`config.mk`:
```
export PLATFORM = sky130hd
export DESIGN_NAME = element_multiplication_sequencer
export DESIGN_NICKNAME = d
export VERILOG_FILES = /design/src/rtl/element_multiplication_sequencer.sv
export SDC_FILE = /design/constraint.sdc
export NUM_CORES = 1
export LEC_CHECK = 0
export BUFFER_PORTS_ARGS = -buffer_cell sky130_fd_sc_hd__buf_2
export CORE_ASPECT_RATIO = 1.5
export CORE_UTILIZATION = 32
export CTS_CLUSTER_DIAMETER = 40
export DETAILED_ROUTE_END_ITERATION = 8
export SETUP_SLACK_MARGIN = 0.4
export SLEW_MARGIN = 15
export SYNTH_ARGS = -nofsm -noshare
export SYNTH_HDL_FRONTEND = slang
export SYNTH_SLANG_ARGS = --single-unit
```
`constraint.sdc`:
```
create_clock -name clk -period 3.8 [get_ports clk]
set_clock_uncertainty 0.1 [all_clocks]
set_input_delay 0.19 -clock clk [delete_from_list [all_inputs] [get_ports clk]]
set_output_delay 0.19 -clock clk [all_outputs]
set_load 0.005 [all_outputs]
```
`src/rtl/element_multiplication_sequencer.sv`:
```
`timescale 1ns/1ps
`default_nettype none
// ============================================================================
// Module      : element_multiplication_sequencer
// Description : Drives one element-wise bind. Reads A[idx] and B[idx] from a
//               single-port 1-cycle-latency memory, hands each pair to the FP
//               multiplication unit with valid/first/last, and writes every
//               product to the result memory before moving to the next index.
// Revision    : 1.0 - initial release
// ============================================================================
module element_multiplication_sequencer #(
  parameter int HV_DATA_WIDTH = 32,
  parameter int HV_DIM        = 1024,
  parameter int ADDR_WIDTH    = 10
) (
  input  logic                     clk,
  input  logic                     reset_n,
  input  logic                     start,
  input  logic [ADDR_WIDTH-1:0]    a_base,
  input  logic [ADDR_WIDTH-1:0]    b_base,
  input  logic [ADDR_WIDTH-1:0]    r_base,
  output logic                     mem_rd_en,
  output logic [ADDR_WIDTH-1:0]    mem_rd_addr,
  input  logic [HV_DATA_WIDTH-1:0] mem_rd_data,
  output logic                     res_wr_en,
  output logic [ADDR_WIDTH-1:0]    res_wr_addr,
  output logic [HV_DATA_WIDTH-1:0] res_wr_data,
  output logic                     bind_valid,
  output logic                     bind_first,
  output logic                     bind_last,
  output logic [HV_DATA_WIDTH-1:0] bind_data,
  input  logic [HV_DATA_WIDTH-1:0] bind_data_out,
  input  logic                     bind_ready,
  input  logic                     bind_done,
  output logic                     busy,
  output logic                     done
);

  localparam int IDX_W = (HV_DIM > 1) ? $clog2(HV_DIM) : 1;
  localparam logic [IDX_W-1:0] C_IDX_LAST = IDX_W'(HV_DIM - 1);

  typedef enum logic [2:0] {
    S_IDLE      = 3'd0,
    S_WAIT_UNIT = 3'd1,
    S_RD_A      = 3'd2,
    S_RD_B      = 3'd3,
    S_LAST      = 3'd4,
    S_WAIT_RES  = 3'd5,
    S_DONE      = 3'd6
  } state_t;

  state_t                state_q, state_d;
  logic [IDX_W-1:0]      idx_q, idx_d;
  logic [ADDR_WIDTH-1:0] a_base_q, a_base_d;
  logic [ADDR_WIDTH-1:0] b_base_q, b_base_d;
  logic [ADDR_WIDTH-1:0] r_base_q, r_base_d;
  logic [ADDR_WIDTH-1:0] idx_addr;

  // Element index widened/truncated to address width; base+idx wraps silently.
  assign idx_addr = ADDR_WIDTH'(idx_q);

  // State, index and latched bases; synchronous active-low reset.
  always_ff @(posedge clk) begin
    if (!reset_n) begin
      state_q  <= S_IDLE;
      idx_q    <= '0;
      a_base_q <= '0;
      b_base_q <= '0;
      r_base_q <= '0;
    end else begin
      state_q  <= state_d;
      idx_q    <= idx_d;
      a_base_q <= a_base_d;
      b_base_q <= b_base_d;
      r_base_q <= r_base_d;
    end
  end

  // Next-state logic and state-decoded outputs (no output register stage).
  always_comb begin
    state_d     = state_q;
    idx_d       = idx_q;
    a_base_d    = a_base_q;
    b_base_d    = b_base_q;
    r_base_d    = r_base_q;
    mem_rd_en   = 1'b0;
    mem_rd_addr = '0;
    res_wr_en   = 1'b0;
    res_wr_addr = '0;
    res_wr_data = '0;
    bind_valid  = 1'b0;
    bind_first  = 1'b0;
    bind_last   = 1'b0;
    bind_data   = '0;
    busy        = (state_q != S_IDLE);
    done        = 1'b0;

    case (state_q)
      S_IDLE: begin
        // start is only honoured here, so a pulse while busy is harmless.
        if (start) begin
          a_base_d = a_base;
          b_base_d = b_base;
          r_base_d = r_base;
          idx_d    = '0;
          state_d  = S_WAIT_UNIT;
        end
      end
      S_WAIT_UNIT: begin
        // Also absorbs the unit coming out of a shared reset a cycle late.
        if (bind_ready && bind_done) state_d = S_RD_A;
      end
      S_RD_A: begin
        mem_rd_en   = 1'b1;
        mem_rd_addr = a_base_q + idx_addr;
        state_d     = S_RD_B;
      end
      S_RD_B: begin
        // A[idx] returns now while B[idx] is being requested.
        mem_rd_en   = 1'b1;
        mem_rd_addr = b_base_q + idx_addr;
        bind_valid  = 1'b1;
        bind_first  = 1'b1;
        bind_data   = mem_rd_data;
        state_d     = S_LAST;
      end
      S_LAST: begin
        bind_valid = 1'b1;
        bind_last  = 1'b1;
        bind_data  = mem_rd_data;
        state_d    = S_WAIT_RES;
      end
      S_WAIT_RES: begin
        // The unit cleared bind_done when it took 'first', so level is enough.
        if (bind_done) begin
          res_wr_en   = 1'b1;
          res_wr_addr = r_base_q + idx_addr;
          res_wr_data = bind_data_out;
          if (idx_q == C_IDX_LAST) begin
            state_d = S_DONE;
          end else begin
            idx_d   = idx_q + 1'b1;
            state_d = S_WAIT_UNIT;
          end
        end
      end
      S_DONE: begin
        done    = 1'b1;
        state_d = S_IDLE;
      end
      default: begin
        state_d = S_IDLE;
      end
    endcase
  end

endmodule
`default_nettype wire

```
* Word level (Yosys, flattened, before mapping)
Index checks and enable logic that the tools add are counted.
** Word-level totals
- Bits in registers :: 43
- Input bits :: 99
- Output and inout bits :: 91
- Logic and storage cells :: 51
** Operators by class
- $add $sub $neg :: 4
- Equal/unequal tests :: 11
- Mux-type cells :: 22
- Reduce and logical (&&, ||, !) cells :: 9
** Operators with widths (count)
- 32-bit two-way mux :: 3
- 10-bit two-way mux :: 5
- 10-bit one-hot mux with 2 select lines :: 2
- 10-bit adder :: 3
- 3-bit one-hot mux with 6 select lines :: 1
- 3-bit two-way mux :: 4
- 10-bit by 1-bit adder with 10-bit output, second input constant :: 1
- 10-bit == test, second input constant :: 1
- 3-bit == test, second input constant :: 3
- 2-bit inequality test, second input constant :: 4
- 1-bit two-way mux :: 7
- 3-bit by 2-bit == test with 1-bit output, second input constant :: 2
- 4-bit AND reduction :: 1
- 2-bit OR reduction :: 2
- 3-bit by 1-bit == test with 1-bit output, second input constant :: 1
- 3-bit zero test :: 1
- 3-bit AND reduction :: 1
- 3-bit nonzero test :: 1
- 2-bit AND reduction :: 1
- 2-bit nonzero test :: 1
- 1-bit logical AND :: 1

* Logic depth before layout (Yosys ltp)
Gate-level depths: netlist of the first run.
- Word-level depth :: 4
- Mapped depth :: 14
- Depth with buffers taken out :: 12

* Worst setup path after synthesis of the first run
Ideal clock, no wire load.
- Path kind :: reg-to-output
- From :: reg state_q[2]
- To :: out mem_rd_addr[8]
- Arrival :: 2.878 ns
- Data required time :: 3.510 ns
- Path slack :: 0.632 ns
- Stages on the path, launching flop included :: 15
- Buffers on the path :: 2
- Cell sequence :: dfxtp_1 -> buf_4 -> nand2b_1 -> buf_2 -> inv_2 -> nand2_2 -> inv_2 -> mux2_2 -> ha_1 -> fa_1 -> a21oi_1 -> o21ai_0 -> a21o_1 -> o31ai_1 -> mux2i_1
** On the way
- Cells in the longest elaborated chain, start to end :: 2
- Elaborated cells between the ends (all ways) :: 3
- Those cells by class :: 2 x eq/ne; 1 x mux
** Ends and longest elaborated chain
- from (decl) :: RTL line 52 : state_t state_q, state_d;
- from (signal assigned) :: RTL line 71 : state_q <= state_d;
- 3-bit by 2-bit == test with 1-bit output :: RTL line 98 : case (state_q)
- 10-bit one-hot mux with 2 select lines (*) :: RTL line 98
- to (decl) :: RTL line 23 : output logic [ADDR_WIDTH-1:0] mem_rd_addr,
Mark *: on every way between the ends. The rest lies on a longest branch, timed or not.

* Worst setup path after layout of the first run
- From :: reg state_q[2]
- To :: out mem_rd_addr[6]
Same word-level chain as after synthesis.

==> results of run 1 <==
what timing repair did:
item | CTS | global route
endpoints found under the setup margin | 5 | 4
buffers inserted | 1 | 2
cloned | 0 | 0
pin swaps | 0 | 1
resized for setup | 9 | 4
per-stage QoR:
stage	hold WS [ps]	utilization, %	area, sq um	instances
after floorplan	225	-	3220	414
after global placement	341	43.5	4240	700
after detailed placement	342	43.5	4240	700
after CTS	43.6	45.7	4450	709
after global routing	54.8	45.9	4480	711
final	40.5	45.9	4480	711
path summary, 6_finish.rpt:
kind                                   from              to  slack (ps)
worst max-delay path             state_q[2]  mem_rd_addr[6]         570
worst min register to register  a_base_q[8]     a_base_q[8]         350
worst max register to register   state_q[0]     idx_addr[9]        1660
worst min-delay path              b_base[5]     b_base_q[5]          40
cells in the final DEF, fill, tap and decap left out, drive strengths merged, types with 3 or more instances in the layout:
cell type / count
a2111oi: 4
a211oi: 4
a21boi: 31
a21o: 3
a21oi: 13
and2: 37
buf: 193
clkbuf: 6
dfxtp: 43
ha: 19
inv: 12
mux2: 10
mux2i: 3
nand2: 73
nand2b: 6
nand3: 9
nand4: 6
nor2: 24
nor2b: 34
nor3: 9
nor3b: 3
o211ai: 3
o21a: 4
o21ai: 10
xnor2: 10
xor2: 6
layer usage:
metal	vias up	GRT usage (%)
met5	-	0
met2	90	35.0
met1	1550	19.3
met3	13	2.05
met4	0	4.77
li1	1766	-
worst register-to-register path: cells and delay by family, from the launching register on:
family                 cells  cell delay (ps)
buffers and inverters      1              400
XOR/XNOR                   1              160
AND/OR/NAND/NOR            2              280
flip-flops                 1              480
AO/OA/AOI/OAI              2              600
kinds of logic (layout without fill, tap and decap cells):
group / after synthesis / after routing
buffers and inverters: 31 / 213
flip-flops: 43 / 43
adder cells (fa/ha/maj): 21 / 21
multiplexers: 13 / 13
AO/OA/AOI/OAI: 82 / 82
AND/OR/NAND/NOR: 208 / 208
XOR/XNOR: 16 / 16
area by class of cell:
class | instances | area (sq um)
tap | 115 | 144
clock inverter | 2 | 38.8
timing repair buffer | 193 | 976
inverter | 12 | 51.3
fill | 1015 | 5270
clock buffer | 6 | 139
sequential | 43 | 867
multi-input combinational | 340 | 2260
registers in the layout, summed over array words and instances (netlist names):
| register | cells |
|---|---|
| idx_addr | 10 |
| a_base_q | 10 |
| r_base_q | 10 |
| b_base_q | 10 |
| state_q | 3 |
where the power goes:
part / switching (mW) / internal (mW)
registers: 0.0207 / 0.474
clock network: 0.174 / 0.330
logic: 0.0952 / 0.0939
==> impl_metrics.csv, run 1 <==
group,metric,value,unit
grt,antenna_found_initial,0,
logic_synthesis,synth_ff_type,"dfxtp_1",
layout,syn_to_final_growth,38.9,%
critical_path,slowest_delay,380,ps
logic_synthesis,syn_area_per_cell,7.78,sq um
grt,grt_max_degree,42,
cts,ctsHoldBuffers,0,
logic_synthesis,synth_adder_area_share,8.62,%
logic_synthesis,synth_xor_area_share,4.35,%
grt,gr-total-overflow,0,
die,start_util,33.1,%
critical_path,crit_buf_inv,3,
timing,period_share,85.1,%
hold_path,holdCritPathClass,"in2reg",
grt,grt_pass1_vias,3244,
run,cap_viol_max_count,0,
critical_path,crit_family,"compound AO/OA/AOI/OAI gates",
power,ir_drop,0.208,mV
grt,grt_use_total,17.7,%
logic_synthesis,synth_edf_count,0,
routing,drtPass1Iterations,8,
routing,wl_met2,5230,microns
place,post-place-ws,215,ps
critical_path,startpoint_type,"flop",
cts,cts.htree.levels,2,
critical_path,end_kind,"output port",
routing,vias,3419,
logic_synthesis,yosysWarnings,0,
die,design.die.area,0.0105,sq mm
cts,cts-root-buf,"clkbuf_16",
critical_path,crit_type,"reg2out",
cts,clock_sinks,43,
power,power_density,265,mW/mm^2
outcome,violations,"DRC",
routing,dr.max_layer_used,"met4",
logic_synthesis,synthCells,414,
logic_synthesis,synth_cell_types,52,
routing,drtIter0Drc,180,
critical_path,crit_top_cell,"inv_4",
die,die_h,125,microns
timing,setup_ws,567,ps
logic_synthesis,synthTopCellsByCount,"71 x nand2_1, 43 x dfxtp_1, 37 x and2_1, 34 x nor2b_1, 23 x nor2_1",
timing,post-route-min-period,3230,ps
cts,clock_path_buffers,2,
critical_path,critPathRequiredTime,3510,ps
critical_path,slowest_stage,"dfxtp_4",
die,coreArea,0.00974,sq mm
die,die_w,83.9,microns
logic_synthesis,yosys.area.top_type_share,26.7,%
critical_path,reg2regPathDepth,6,
timing,hold_violations,0,
routing,wl_met1,3820,microns
logic_synthesis,ys_top_cells_by_area,"dfxtp_1 27%, nand2_1 8.3%, ha_1 7.4%",
place,gp_congestion,0.866,
logic_synthesis,synth_seq_cells,43,
logic_synthesis,synthSimpleGateAreaFrac,33.4,%
grt,grt_pass1_wl,15100,microns
timing,max_freq,309,MHz
logic_synthesis,muxShareOfSynthArea,4.43,%
timing,finalSetupViolations,0,
power,total_power,1.19,mW
critical_path,critical_path_depth,13,
routing,post-route-drc-count,17,
routing,wl,9560,microns
cts,clock_latency,280,ps
routing,via_per_inst,4.81,
power,p_leak,2.22,nW
routing,wl_met3,377,microns
hold_path,hold_depth,3,
timing,rsz0062_at_grt,"no",
logic_synthesis,ys_async_sr_fraction,0,%
critical_path,worstPathCellList,"nand2b_4 -> inv_4 -> nand2_4 -> inv_4 -> mux2_2 -> ha_2 -> fa_2 -> a21oi_2 -> o21ai_0 -> a21o_1 -> or2_2 -> a21oi_1 -> buf_2",
logic_synthesis,synth-compound-area-share,18.5,%
cts,clk_pin_slew,60,ps
logic_synthesis,synth_top_family_by_area,"simple AND/OR/NAND/NOR gates",
routing,wl_per_cell,13.5,microns
timing,fin_tns_setup,0,ps
timing,drv_slew,0,
logic_synthesis,syn_area,0.00322,sq mm
layout,layout.nets,715,
cts,cts_tree,"yes",
place,io_buffers,189,
outcome,run_status,"complete, but fails checks",
timing,worst_pin_slew,1050,ps
routing,ant_nets,0,
die,ios,190,
critical_path,arrival,2940,ps
layout,drive_gt1_share,39.3,%
cts,numCtsBuffers,5,
die,fp-row-count,44,
logic_synthesis,syn-num-nets,534,
logic_synthesis,yosysMostFrequentCell,"nand2_1",
logic_synthesis,yosysSeqAreaShare,26.7,%
logic_synthesis,yosys.area.top_type,"dfxtp_1",
timing,max_slew_margin,29.8,%
layout,diodes,0,
place,post-dp-hpwl,7810,microns
critical_path,crit_fanout,10,
No activity file was read; power rests on OpenSTA's default activity.
==> inputs of run 2 (changes only) <==
--- a/config.mk
+++ b/config.mk
@@ -10,6 +10,7 @@
 export CORE_UTILIZATION = 32
 export CTS_CLUSTER_DIAMETER = 40
 export DETAILED_ROUTE_END_ITERATION = 8
+export PLACE_DENSITY_LB_ADDON = 0.08
 export SETUP_SLACK_MARGIN = 0.4
 export SLEW_MARGIN = 15
 export SYNTH_ARGS = -nofsm -noshare
==> impl_metrics.csv, run 2 (synthesized netlist as in run 1, its figures left out) <==
group,metric,value,unit
layout,fill_cells,977,
timing,holdWs,36.3,ps
run,cap_viol_max_count,0,
grt,gr-total-overflow,0,
cts,clock_path_buffers,2,
grt,grt_max_degree,42,
cts,clock_sinks,43,
power,p_int,833,uW
power,p_sw_share,26.8,%
cts,clock_latency,290,ps
timing,max_slew_margin,48.4,%
timing,finalSetupViolations,0,
critical_path,slowest_stage,"fa_2",
critical_path,critical_path_depth,13,
layout,diodes,0,
power,power_frac_clock,39.6,%
critical_path,crit_family,"compound AO/OA/AOI/OAI gates",
place,post-dp-hpwl,8080,microns
layout,syn_to_final_growth,39.0,%
routing,vias,3461,
hold_path,holdCritPathClass,"in2reg",
power,p_switching,306,uW
timing,hold_violations,0,
timing,max_freq,304,MHz
cts,cts_tree,"yes",
die,coreArea,0.00974,sq mm
layout,final_cell_mix,"189 x buf_2, 71 x nand2_1, 41 x dfxtp_1",
timing,period_share,86.5,%
layout,layout.nets,719,
routing,wl,10300,microns
power,comb_power_share,17.1,%
critical_path,critPathRequiredTime,3510,ps
routing,drtIter0Drc,153,
critical_path,slowest_delay,380,ps
power,power_density,254,mW/mm^2
routing,drtPass1Iterations,6,
grt,grt_pass1_wl,16100,microns
die,ios,190,
routing,wl_per_cell,14.5,microns
grt,grt_pass1_vias,3390,
timing,worst_pin_slew,771,ps
die,die_w,83.9,microns
critical_path,arrival,3000,ps
critical_path,crit_fanout,5,
power,seq_power_share,43.4,%
timing,rsz0062_at_grt,"yes",
critical_path,startpoint_type,"flop",
timing,post-route-min-period,3290,ps
routing,via_per_inst,4.84,
power,p_leak,2.23,nW
place,gp_congestion,0.887,
place,io_buffers,189,
grt,antenna_found_initial,0,
routing,post-route-drc-count,20,
die,die_h,125,microns
cts,clk_pin_slew,60,ps
routing,ant_nets,0,
grt,grt_use_total,19.3,%
die,design.die.area,0.0105,sq mm
hold_path,hold_depth,3,
timing,drv_slew,0,
critical_path,end_kind,"output port",
die,start_util,33.1,%
cts,cts-root-buf,"clkbuf_16",
critical_path,reg2regPathDepth,8,
cts,ctsHoldBuffers,0,
cts,numCtsBuffers,5,
layout,drive_gt1_share,39.3,%
die,fp-row-count,44,
timing,fin_tns_setup,0,ps
layout,layout.cells.most_common,"buf_2",
critical_path,crit_type,"reg2out",
critical_path,worstPathCellList,"nand2b_1 -> inv_2 -> nand2_4 -> inv_4 -> mux2_2 -> ha_1 -> fa_2 -> a21oi_2 -> o21ai_1 -> a21o_1 -> o31ai_2 -> mux2i_1 -> buf_2",
outcome,violations,"DRC",
cts,cts.htree.levels,2,
power,ir_drop,0.160,mV
outcome,run_status,"complete, but fails checks",
critical_path,crit_buf_inv,3,
==> run 2: metal layers <==
metal / up-vias / wire (microns) / share of wire [%] / global-route usage [%]
li1: 1780 / - / - / -
met5: - / 0 / 0 / 0
met2: 86 / 5680 / 55 / 38.4
met4: 0 / 192 / 1.9 / 5.78
met3: 10 / 395 / 3.8 / 3.11
met1: 1585 / 4070 / 39 / 20.2
==> run 2: power groups by stage <==
stage                     clock (mW)  sequential [mW]  combinational [mW]
after floorplan                    0            0.494               0.112
after detailed placement           0            0.505               0.192
after global routing           0.475            0.496               0.219
after CTS                      0.457            0.494               0.193
final                          0.450            0.494               0.194
after global placement             0            0.504               0.189
==> run 2: repair_timing <==
item	4_1_cts	5_1_grt
gates resized for setup	6	4
gates cloned	0	0
setup buffers	1	4
pin swaps	0	2
endpoints found under the setup margin	3	4
==> run 2: layout make-up <==
cell class / instances / area [sq um] / area share (%)
clock buffers: 6 / 139 / 3.10
clock inverters: 2 / 16.3 / 0.363
inverters: 12 / 48.8 / 1.09
multi-input cells: 340 / 2260 / 50.4
flip-flops and latches: 43 / 866 / 19.3
well taps: 115 / 144 / 3.21
repair buffers: 197 / 1010 / 22.5
==> run 2: path summary, 6_finish.rpt <==
kind	startpoint	to	slack (ps)
worst min-delay path	b_base[5]	b_base_q[5]	40
worst max register to register	state_q[1]	idx_addr[8]	1580
worst max-delay path	state_q[2]	mem_rd_addr[8]	510
worst min register to register	a_base_q[3]	a_base_q[3]	360
==> run 2: metrics by stage <==
stage | setup slack (ps) | area [sq um] | cells | power [mW] | util (%)
after global placement | 492 | 4250 | 702 | 0.693 | 43.6
after detailed placement | 370 | 4250 | 702 | 0.697 | 43.6
after floorplan | 632 | 3220 | 414 | 0.605 | -
after global routing | 369 | 4480 | 715 | 1.19 | 46.0
final | 511 | 4480 | 715 | 1.14 | 46.0
after CTS | 401 | 4430 | 711 | 1.14 | 45.5
==> run 2: worst min-delay path, stage by stage <==
cell      delay (ps)
buf_2             90
nand2_1           50
a21boi_1          50
